## src/rtl/pcie_wr_commit_tracker.sv

```systemverilog
// pcie_wr_commit_tracker
// Counts posted writes issued on TX A until their commit completions return on
// RX B, runs a fence handshake that drains all outstanding writes, and flags
// protocol errors in a sticky error register.
// Optional build macro PCIE_WR_COMMIT_TRACKER_TAG_CHECK_EN adds a per-tag
// pending bitmap that catches duplicate issues and spurious commits by tag.
module pcie_wr_commit_tracker #(
  parameter int TAG_W = 10,
  parameter int CNT_W = 11
) (
  input  logic             clk,
  input  logic             rst,
  input  logic             wr_issue,
  input  logic [TAG_W-1:0] wr_issue_tag,
  input  logic             rx_b_tvalid,
  output logic             rx_b_tready,
  input  logic [TAG_W-1:0] rx_b_tag,
  input  logic             fence_req,
  output logic             fence_ack,
  output logic             wr_block,
  output logic [CNT_W-1:0] outstanding,
  output logic [2:0]       err,
  input  logic             err_clr
);

  typedef enum logic [1:0] {IDLE, DRAIN, ACK} state_t;

  state_t           state;
  state_t           state_nxt;
  logic [CNT_W-1:0] cnt_q;
  logic [2:0]       err_q;
  logic             commit;
  logic             cnt_dec;
  logic             spur_err;
  logic             dup_err;
  logic             blocked;
  logic [CNT_W+1:0] cnt_res;
  logic [2:0]       new_err;

  // Saturating up/down count: result is {overflow, underflow, count}.
  function automatic logic [CNT_W+1:0] sat_count(input logic [CNT_W-1:0] c,
                                                 input logic inc,
                                                 input logic dec);
    logic [CNT_W+1:0] r;
    r = {2'b00, c};
    if (inc && !dec) begin
      if (c == {CNT_W{1'b1}}) r = {2'b10, c};
      else                    r = {2'b00, c + 1'b1};
    end else if (dec && !inc) begin
      if (c == '0) r = {2'b01, c};
      else         r = {2'b00, c - 1'b1};
    end
    return r;
  endfunction

  assign rx_b_tready = !rst;
  assign commit      = rx_b_tvalid && rx_b_tready;
  assign blocked     = (state != IDLE);

`ifdef PCIE_WR_COMMIT_TRACKER_TAG_CHECK_EN
  logic [2**TAG_W-1:0] pending;
  logic                cmt_hit;

  assign cmt_hit  = pending[rx_b_tag];
  assign cnt_dec  = commit && cmt_hit;
  assign spur_err = commit && !cmt_hit;
  // A same-tag commit in this cycle frees the bit before the issue re-sets it.
  assign dup_err  = wr_issue && pending[wr_issue_tag] &&
                    !(commit && (rx_b_tag == wr_issue_tag));

  // Pending bitmap: clear on commit, then set on issue (set wins on same tag).
  always_ff @(posedge clk) begin
    if (rst) begin
      pending <= '0;
    end else begin
      if (commit)   pending[rx_b_tag]     <= 1'b0;
      if (wr_issue) pending[wr_issue_tag] <= 1'b1;
    end
  end
`else
  logic unused_tags;

  assign unused_tags = ^{wr_issue_tag, rx_b_tag};
  assign cnt_dec     = commit;
  assign spur_err    = 1'b0;
  assign dup_err     = 1'b0;
`endif

  assign cnt_res = sat_count(cnt_q, wr_issue, cnt_dec);
  assign new_err = {wr_issue && blocked,
                    dup_err  || cnt_res[CNT_W+1],
                    spur_err || cnt_res[CNT_W]};

  // Outstanding counter and sticky errors; a new error beats a same-cycle clear.
  always_ff @(posedge clk) begin
    if (rst) begin
      cnt_q <= '0;
      err_q <= '0;
    end else begin
      cnt_q <= cnt_res[CNT_W-1:0];
      err_q <= (err_clr ? 3'b000 : err_q) | new_err;
    end
  end

  // Fence state register.
  always_ff @(posedge clk) begin
    if (rst) state <= IDLE;
    else     state <= state_nxt;
  end

  // Fence next state: drain completes once the count is zero with no issue.
  always_comb begin
    state_nxt = state;
    unique case (state)
      IDLE:    if (fence_req) state_nxt = DRAIN;
      DRAIN:   if ((cnt_q == '0) && !wr_issue) state_nxt = ACK;
      ACK:     state_nxt = IDLE;
      default: state_nxt = IDLE;
    endcase
  end

  assign fence_ack   = !rst && (state == ACK);
  assign wr_block    = !rst && blocked;
  assign outstanding = cnt_q;
  assign err         = err_q;

endmodule
```

## config.mk

```make
export PLATFORM = sky130hd
export DESIGN_NAME = pcie_wr_commit_tracker
export DESIGN_NICKNAME = d
export VERILOG_FILES = /design/src/rtl/pcie_wr_commit_tracker.sv
export SDC_FILE = /design/constraint.sdc
export NUM_CORES = 1
export LEC_CHECK = 0
export CORE_UTILIZATION = 47
export CTS_BUF_LIST = sky130_fd_sc_hd__clkbuf_8
export DETAILED_ROUTE_END_ITERATION = 10
export HOLD_SLACK_MARGIN = 0.05
export PLACE_DENSITY_LB_ADDON = 0.08
export RECOVER_POWER = 100
export SETUP_SLACK_MARGIN = 0.1
export SLEW_MARGIN = 20
export SYNTH_ARGS = -nofsm -noshare
export SYNTH_HDL_FRONTEND = slang
export SYNTH_SLANG_ARGS = --single-unit
```

## constraint.sdc

```tcl
create_clock -name clk -period 2.84 [get_ports clk]
set_input_delay 0.426 -clock clk [delete_from_list [all_inputs] [get_ports clk]]
set_output_delay 0.426 -clock clk [all_outputs]
set_load 0.005 [all_outputs]
```

==> results of run 1 <==
## logic make-up after synthesis
group                      synth area share (%)
adders and majority gates                  4.05
DFF                                        25.9
AOI/OAI and AO/OA                          30.4
buffers and inverters                      9.41
and+or+nand+nor                            30.3
## metal layers
layer	global-route usage, %	up-vias	wire (µm)	share of wire, %
met2	42.1	56	1590	47
met5	0	-	0	0
li1	-	644	-	-
met4	9.21	0	25	0.74
met3	4.60	4	179	5.3
met1	35.9	633	1590	47
## cells in the final DEF, fill, tap and decap left out, drive strengths merged, types with 3 or more instances in the layout
| cell type | instances |
|---|---|
| buf | 9 |
| clkdlybuf4s50 | 5 |
| nor3 | 6 |
| a21oi | 10 |
| nor4 | 6 |
| inv | 7 |
| nor2 | 20 |
| ha | 4 |
| o21ai | 5 |
| and3 | 3 |
| dlygate4sd3 | 17 |
| dfxtp | 16 |
| nand3 | 5 |
| o31ai | 5 |
| or4 | 5 |
| nand2 | 7 |
| clkbuf | 6 |
| nand4 | 3 |
| nor2b | 3 |
## critical path: cells and delay by family
kind,cells,cell delay [ns]
AO/OA/AOI/OAI,3,0.82
adder cells (fa/ha/maj),1,0.19
buffers and inverters,5,1.10
AND/OR/NAND/NOR,2,0.18
## power breakdown
group | total (W) | leakage (nW) | switching [W] | internal (W)
Sequential | 0.000258 | 0.130 | 0.0000208 | 0.000237
Combinational | 0.000247 | 0.459 | 0.000137 | 0.000110
Clock | 0.000210 | 0.0288 | 0.0000869 | 0.000123
Total | 0.000715 | 0.618 | 0.000244 | 0.000470
## flip-flops by register name, indices dropped and copies added, names as in the netlist
register / count
outstanding: 11
err: 3
state: 2
## layout make-up
type / count / area (µm²) / area share, %
tap: 30 / 37.5 / 2.45
sequential: 16 / 320 / 20.9
timing repair buffer: 33 / 295 / 19.2
clock buffer: 4 / 55.1 / 3.59
inverter: 7 / 26.3 / 1.71
multi-input combinational: 120 / 800 / 52.1
## through the flow
stage / std cells / total power (W) / utilization (%) / instance area, µm² / hold WS (ns)
2_1_floorplan: 156 / 0.000421 / - / 1240 / 0.437
3_3_place_gp: 206 / 0.000511 / 60.0 / 1490 / 0.459
3_5_place_dp: 206 / 0.000510 / 60.0 / 1490 / 0.460
4_1_cts: 210 / 0.000722 / 62.2 / 1540 / 0.486
5_1_grt: 210 / 0.000751 / 61.9 / 1530 / 0.514
6_report: 210 / 0.000715 / 61.9 / 1530 / 0.468
## worst min-delay path by stage
| stage | slack, ns | endpoint | from | cells after the start |
|---|---|---|---|---|
| 5_1_grt | 0.51 | err[2] | err[2] | 1 |
| 4_1_cts | 0.49 | err[2] | err[2] | 1 |
| 6_report | 0.47 | err[2] | err[2] | 1 |
| 3_3_place_gp | 0.46 | err[2] | err[2] | 1 |
| 3_5_place_dp | 0.46 | err[2] | err[2] | 1 |
| 2_1_floorplan | 0.44 | state[0] | state[1] | 1 |
==> impl_metrics.py, run 1 <==
metrics = {
    "sta": {
        "max_freq_mhz": 393,
        "post-route-period-util_pct": 89.5,
        "period_needed_ns": 2.54,
        "fin_skew_ns": 0.00798,
        "hold_viol": 0,
        "grt_setup_unrepaired": "no",
        "worst_pin_slew_ns": 0.486,
        "slew-limit-headroom_pct": 67.3,
        "slew_viol_final": 0,
        "finalSetupViolCount": 0,
        "layout_setup_ws_ns": 0.297,
        "fin_tns_setup_ns": 0,
    },
    "detailed_routing": {
        "drt_first_pass_iters": 4,
        "drt_wl_total_um": 3380,
        "final_antenna_net_count": 0,
        "wl_per_cell_um": 16.1,
        "viasPerCell": 6.37,
        "vias": 1337,
        "drt-initial-drc-count": 37,
        "remaining_drc_errors": 0,
    },
    "setup_path": {
        "timing.rr.end": "outstanding[3]",
        "cp_cell_sequence": "dlygate4sd3_1 -> inv_1 -> nand2_1 -> ha_1 -> inv_1 -> buf_4 -> nand2_1 -> clkbuf_1 -> a2111o_1 -> a211o_1 -> a21oi_1",
        "cp_slowest_cell": "dlygate4sd3_1",
        "r2r.worst_path.cells": 7,
        "cp.required_ns": 3.02,
        "slowest_delay_ns": 0.55,
        "critPathArrivalTime_ns": 2.72,
        "cp-startpoint": "rst",
        "startpoint_type": "input pin",
        "r2r-start": "outstanding[1]",
        "worstPathMaxFanout": 7,
        "critPathCaptureType": "register",
        "worstSetupPathType": "input pin to register",
        "timing.reg2reg.setup_slack_ns": 0.45,
        "crit_end": "outstanding[9]",
    },
    "synthesis": {
        "synth_top_area_share_pct": 25.9,
        "ys_types": 52,
        "ys.warnings.count": 0,
        "postSynthAreaPerCell_um2": 7.92,
        "synth.area.top_cells": "dfxtp_1, nor2_1, ha_1",
        "synth_seq_cells": 16,
        "syn_area_mm2": 0.00124,
        "syn_inst": 156,
        "synth_edf_count": 0,
        "synth_top_cell_by_area": "dfxtp_1",
        "synth-main-ff-cell": "dfxtp_1",
        "synthArstFlopShare_pct": 0,
        "synth.most_common_cell": "nor2_1",
        "synth_seq_area_share_pct": 25.9,
        "syn_nets": 186,
        "synthTopCellsByCount": "nor2_1, dfxtp_1, a21oi_1",
    },
    "place": {
        "pre_cts_ws_ns": 0.147,
        "numPortBuffers": 22,
        "gp_congestion": 0.954,
        "dp.final_hpwl_um": 2460,
    },
    "clocking": {
        "clock_latency_ns": 0.26,
        "root_buffer": "clkbuf_8",
        "clock_sinks": 16,
        "cts-resized-gates": 0,
        "cts_tree": "done",
        "path_clk_slew_ns": 0.06,
        "cts_buffers": 3,
        "clk_path_buf_depth": 2,
        "cts.htree.levels": 1,
        "postCtsSetupBuffers": 0,
        "postCtsHoldBufs": 0,
    },
    "min_path": {
        "hold_path.class": "register to register",
    },
    "layout": {
        "drive_gt1_share_pct": 11.1,
        "syn_to_final_growth_pct": 24.1,
        "n_antenna_cell": 0,
        "fin_nets": 211,
        "nFillCells": 226,
    },
    "power": {
        "ir_worst_vdd_mv": 0.418,
        "power_density_mw_per_mm2": 466,
        "p_leak_nw": 0.618,
    },
    "floorplanning": {
        "row_count": 18,
        "start_util_pct": 49.9,
        "pin_count": 43,
        "core_area_mm2": 0.00248,
        "die_area_mm2": 0.00284,
        "die_width_um": 53.3,
        "die_y_um": 53.3,
    },
    "flow_run": {
        "cap_violations": 0,
    },
    "global_routing": {
        "track_usage_pct": 26.7,
        "antenna_found_initial": 0,
        "grt_pass1_wl_um": 5560,
        "grt_max_degree": 18,
        "grt_pass1_vias": 1217,
        "gr-total-overflow": 0,
    },
    "status": {
        "outcome": "finished clean",
    },
}
Power figures use the tool's default switching activity.
==> run 2: changes to the inputs <==
ABC_AREA = 1   (was unset)
SLEW_MARGIN = 0   (was 20)
==> run 2 against run 1 <==
Against the previous run:
- power grew 13%
- clock skew down 0.0045 ns
- worst setup slack better by 0.22 ns
- synthesized cell count increased by 35%
- synthesized area rose by 6.5%
- combinational power increased by 26%
==> impl_metrics.py, run 2 <==
metrics = {
    "synthesis": {
        "synth_seq_area_share_pct": 24.3,
        "synthTopCellsByCount": "nand2_1, nor2_1, inv_1",
        "syn_nets": 240,
        "syn_inst": 210,
        "synth_top_cell_by_area": "dfxtp_1",
        "synth.area.top_cells": "dfxtp_1, nand2_1, nor2_1",
        "synth_edf_count": 0,
        "synthArstFlopShare_pct": 0,
        "synth_top_area_share_pct": 24.3,
        "synth-main-ff-cell": "dfxtp_1",
        "synth.most_common_cell": "nand2_1",
        "ys_types": 30,
        "synth_seq_cells": 16,
        "syn_area_mm2": 0.00132,
        "postSynthAreaPerCell_um2": 6.27,
        "ys.warnings.count": 0,
    },
    "global_routing": {
        "gr-total-overflow": 0,
        "grt_max_degree": 19,
        "track_usage_pct": 23.6,
        "grt_pass1_vias": 1104,
        "antenna_found_initial": 0,
        "grt_pass1_wl_um": 4920,
    },
    "floorplanning": {
        "start_util_pct": 51.3,
        "die_area_mm2": 0.00302,
        "row_count": 18,
        "pin_count": 43,
        "die_y_um": 54.9,
        "die_width_um": 54.9,
        "core_area_mm2": 0.00257,
    },
    "layout": {
        "nFillCells": 265,
        "n_antenna_cell": 0,
        "fin_nets": 265,
        "final_cells": 264,
        "layout_common_cells": "nand2_1, nor2_1, nand3_1",
        "syn_to_final_growth_pct": 18.4,
        "final_common_cell": "nand2_1",
        "largest_reg_flops": 11,
        "drive_gt1_share_pct": 8.97,
    },
    "power": {
        "fin_total_pwr_w": 0.000810,
        "p_leak_nw": 0.791,
        "power_density_mw_per_mm2": 519,
        "ir_worst_vdd_mv": 0.330,
    },
    "setup_path": {
        "worstSetupPathType": "input pin to output port",
        "r2r-start": "outstanding[0]",
        "cp.depth": 4,
        "crit_end": "fence_ack",
        "r2r.worst_path.cells": 11,
        "slowest_delay_ns": 0.59,
        "worstPathMaxFanout": 7,
        "cp_slowest_cell": "dlygate4sd3_1",
        "cp_top_family": "buffers and inverters",
        "timing.rr.end": "outstanding[7]",
        "cp-startpoint": "rst",
        "critPathCaptureType": "output port",
        "critPathArrivalTime_ns": 1.90,
        "cp_num_buf_inv": 3,
        "cp.required_ns": 2.41,
        "cp_cell_sequence": "dlygate4sd3_1 -> buf_4 -> nor3_1 -> dlygate4sd3_1",
        "cpMostUsedCell": "dlygate4sd3_1",
        "startpoint_type": "input pin",
        "timing.reg2reg.setup_slack_ns": 0.58,
    },
    "status": {
        "outcome": "finished clean",
    },
    "clocking": {
        "cts_buffers": 3,
        "clk_path_buf_depth": 2,
        "clock_sinks": 16,
        "cts-resized-gates": 0,
        "clock_latency_ns": 0.26,
        "postCtsHoldBufs": 0,
        "cts_tree": "done",
        "postCtsSetupBuffers": 0,
        "root_buffer": "clkbuf_8",
        "path_clk_slew_ns": 0.06,
        "cts.htree.levels": 1,
    },
    "place": {
        "gp_congestion": 0.890,
        "dp_cells": 260,
        "numPortBuffers": 22,
        "pre_cts_ws_ns": 0.684,
        "dp.final_hpwl_um": 2510,
    },
    "sta": {
        "hold_viol": 0,
        "hold_ws_ns": 0.472,
        "grt_setup_unrepaired": "no",
        "post-route-period-util_pct": 81.9,
        "period_needed_ns": 2.33,
        "layout_setup_ws_ns": 0.515,
        "fin_skew_ns": 0.00350,
        "worst_pin_slew_ns": 0.615,
        "max_freq_mhz": 430,
        "finalSetupViolCount": 0,
        "fin_tns_setup_ns": 0,
        "slew-limit-headroom_pct": 59.0,
        "slew_viol_final": 0,
    },
    "detailed_routing": {
        "final_antenna_net_count": 0,
        "wl_per_cell_um": 12.7,
        "vias": 1396,
        "viasPerCell": 5.29,
        "drt_first_pass_iters": 4,
        "drt_wl_total_um": 3350,
        "drt-initial-drc-count": 53,
        "remaining_drc_errors": 0,
    },
    "min_path": {
        "hold_path.class": "register to register",
    },
    "flow_run": {
        "cap_violations": 0,
    },
}
==> run 2: cell count changes after synthesis, sizes merged, moves of 6 or more <==
cell   previous run  this run
inv               7        24
nand3             5        20
nor2             20        38
xor2              0         7
o21ai             5        11
nand2             7        68
==> run 2: where the power goes <==
| group | total [W] | switching, W | leakage, nW | internal, W |
|---|---|---|---|---|
| Sequential | 0.000287 | 0.0000395 | 0.131 | 0.000247 |
| Clock | 0.000212 | 0.0000883 | 0.0288 | 0.000123 |
| Combinational | 0.000311 | 0.000187 | 0.632 | 0.000124 |
==> run 2: logic make-up (layout without fill, tap and decap cells) <==
kind of cell	Yosys count	count (layout)	synth area share, %
compound gates	20	20	8.65
xor+xnor	8	8	5.32
flops	16	16	24.3
simple gates	133	133	47.1
fa+ha+maj	4	4	3.80
buf+inv	29	53	10.8
==> run 2: worst min-delay path by stage <==
stage | from | to | cells past startpoint
after floorplan | state[0] | state[1] | 2
after global placement | err[1] | err[1] | 2
after detailed placement | err[1] | err[1] | 2
after CTS | err[1] | err[1] | 2
after global routing | err[1] | err[1] | 2
final | err[1] | err[1] | 2
==> run 2: metal layers <==
metal / vias to the layer above / global-route usage [%] / wire length (µm) / part of all wire, %
met5: - / 0 / 0 / 0
met4: 0 / 10.0 / 61 / 1.8
met3: 7 / 3.28 / 173 / 5.2
met2: 40 / 36.7 / 1520 / 45
met1: 642 / 32.3 / 1600 / 48
li1: 707 / - / - / -
==> run 2: worst reg2reg max path: cells and delay by family (launching register included) <==
family | cells | cell delay, ns
fa+ha+maj | 1 | 0.26
buf+inv | 2 | 0.29
flops | 1 | 0.35
simple gates | 8 | 1.26
==> run 2: final cells by class <==
cell class	count	area, µm²	area share, %
Inverter	24	92.6	5.94
Timing Repair Buffer	25	235	15.1
Tap cell	30	37.5	2.41
Clock buffer	4	55.1	3.53
Sequential cell	16	320	20.5
Multi-Input combinational cell	165	818	52.5
==> run 2: through the flow <==
step / instance area, µm² / utilization [%]
4_1_cts: 1600 / 62.4
2_1_floorplan: 1320 / -
5_1_grt: 1560 / 60.7
3_3_place_gp: 1550 / 60.2
3_5_place_dp: 1550 / 60.2
6_report: 1560 / 60.7
==> variant (settings of run 2) <==
The 3 states of `state_t` get a one-hot encoding in 3 bits.
--- a/src/rtl/pcie_wr_commit_tracker.sv
+++ b/src/rtl/pcie_wr_commit_tracker.sv
@@ -24,5 +24,5 @@
 );
 
-  typedef enum logic [1:0] {IDLE, DRAIN, ACK} state_t;
+  typedef enum logic [2:0] {IDLE = 3'b001, DRAIN = 3'b010, ACK = 3'b100} state_t;
 
   state_t           state;
Check against the original RTL: same outputs for any inputs over 10 cycles, from zero or initial values and one cycle with rst high; not proved beyond that.
==> variant against run 2 <==
  * The run now ends with DRC left
  * Maximum frequency fell by 3.8%
  * Critical path depth rose by 2
  * Power increased by 4.7%
  * Sequential power is 5% higher
  * Worst setup slack lost 93 ps
  * First-iteration DRC count is 21% higher
  * Register-to-register slack better by 410 ps
  * Wire length decreased by 6.1%
  * Synthesized area is 9.9% higher
  * Sequential cell count up 1
  * Cell area increased by 7.7%
==> variant: results (changes against run 2) <==
post_cts_buffers: 0  # unchanged
async_flop_share: 0  # unchanged
ir_worst_vdd_mv: 0.307  # -7.0%
status: "finished with violations"
top_layer: "met4"
grt_max_degree: 23  # +4
clk_latency_ps: 260  # about the same
post-dp-hpwl_mm: 2.42  # -3.8%
grt_usage: 0.226  # -0.0102
min_to: "err[1]"
grt_pass1_vias: 1406  # +27%
fillCellCount: 294  # +11%
leakage_uw: 0.000838  # +5.9%
critPathMaxFanout: 10  # +3
io_buffers: 22  # unchanged
synth_ff_type: "dfxtp_1"
ctsHtreeMaxLevel: 1  # unchanged
hold_class: "register to register"
synth_top_cells_by_area: "dfxtp_1 (24%), nand2_1 (16%), nand3_1 (6.2%), nor2_2 (6.1%), inv_1 (5.2%)"
dr_wl_met2_mm: 1.46  # -3.8%
whs_path_depth: 2  # unchanged
placedCellCount: 274  # +5.4%
drtIter0Drc: 64  # +21%
synth_nets: 252  # +5.0%
cts.clk_slew.worst_paths_ps: 70
grt_pass1_wl_mm: 5.90  # +20%
drive_gt1_frac: 0.162  # +0.0722
largest_reg_flops: 11  # unchanged
violations: "DRC"
antenna_cells: 0  # unchanged
final_nets: 278  # +4.9%
synth_commonest_cells: "nand2_1 (63), inv_1 (20), nor2_1 (19)"
synthCells: 222  # +5.7%
synth-seq-area-share: 0.235  # -0.00805
rr_endpoint: "outstanding[10]"
drt-met1-wl_mm: 1.56  # -2.8%
p_int_uw: 505  # +2.1%
r2r_slack_ps: 990  # +410 ps
drc: 1  # +1
skew_ps: 1.83  # -1.67 ps
ys_warn_count: 0  # unchanged
tightest_slew_ps: 476  # -138 ps
met3_wirelength_um: 98  # -43%
reg2regPathDepth: 10  # -1
antenna_found_initial: 0  # unchanged
wl_per_cell_um: 11.3  # -11%
wirelength_mm: 3.15  # -6.1%
r2r-start: "outstanding[0]"
drtPass1Iterations: 7  # +3
synthDistinctLibCells: 30  # unchanged
drv_cap: 0  # unchanged
cp_data_arrival_time_ps: 1990  # +90 ps
whs_ps: 464  # -7.60 ps
routabilityCongestion: 0.850  # -4.5%
post_drt_via_cell_ratio: 5.06  # -4.4%
-- variant: worst max path at each step --
stage,from,endpoint,slack (ps),cells past startpoint
6_report,rst,wr_block,420,6
3_3_place_gp,rst,fence_ack,650,4
4_1_cts,rst,wr_block,650,6
2_1_floorplan,rst,outstanding[5],1030,14
5_1_grt,rst,wr_block,300,6
3_5_place_dp,rst,wr_block,650,6
-- variant: cell type report --
class / instances / area, sq um / area share
Tap cell: 31 / 38.8 / 0.0231
Clock inverter: 1 / 3.75 / 0.00224
Clock buffer: 3 / 41.3 / 0.0246
Timing Repair Buffer: 26 / 239 / 0.142
Sequential cell: 17 / 340 / 0.203
Multi-Input combinational cell: 173 / 915 / 0.545
Inverter: 27 / 101 / 0.0604
-- variant: worst max-delay path, cell delays in order --
cell and delay, ps:
clkdlybuf4s50_1 420, clkinv_1 80, clkbuf_1 380, nand2_1 120
inv_1 70, clkdlybuf4s50_1 490
-- variant: cell families (layout without fill, tap and decap cells) --
kind of cell / after synthesis / after routing / share of synthesized area
buffers and inverters: 32 / 57 / 0.117
DFF: 17 / 17 / 0.235
xor gates and xnor gates: 4 / 4 / 0.0242
adders and majority gates: 4 / 4 / 0.0346
and+or+nand+nor: 146 / 146 / 0.518
AOI/OAI and AO/OA: 19 / 19 / 0.0709
-- variant: power groups by stage --
stage	logic, uW	registers (uW)	clock network (uW)
final	360	300	187
after global routing	416	306	206
after CTS	386	301	197
after detailed placement	384	307	0
after global placement	382	306	0
after floorplan	304	298	0
-- variant: through the flow --
| stage | cell area (sq um) | utilization | setup slack (ps) |
|---|---|---|---|
| 2_1_floorplan | 1450 | - | 1030 |
| 3_3_place_gp | 1670 | 0.590 | 651 |
| 3_5_place_dp | 1670 | 0.590 | 653 |
| 4_1_cts | 1710 | 0.605 | 650 |
| 5_1_grt | 1680 | 0.594 | 298 |
| 6_report | 1680 | 0.594 | 422 |
-- variant: layer usage --
layer  track usage  vias to the layer above
met2         0.384                       29
met1         0.278                      625
met5             0                        -
met3        0.0454                        4
li1              -                      748
met4        0.0906                        0
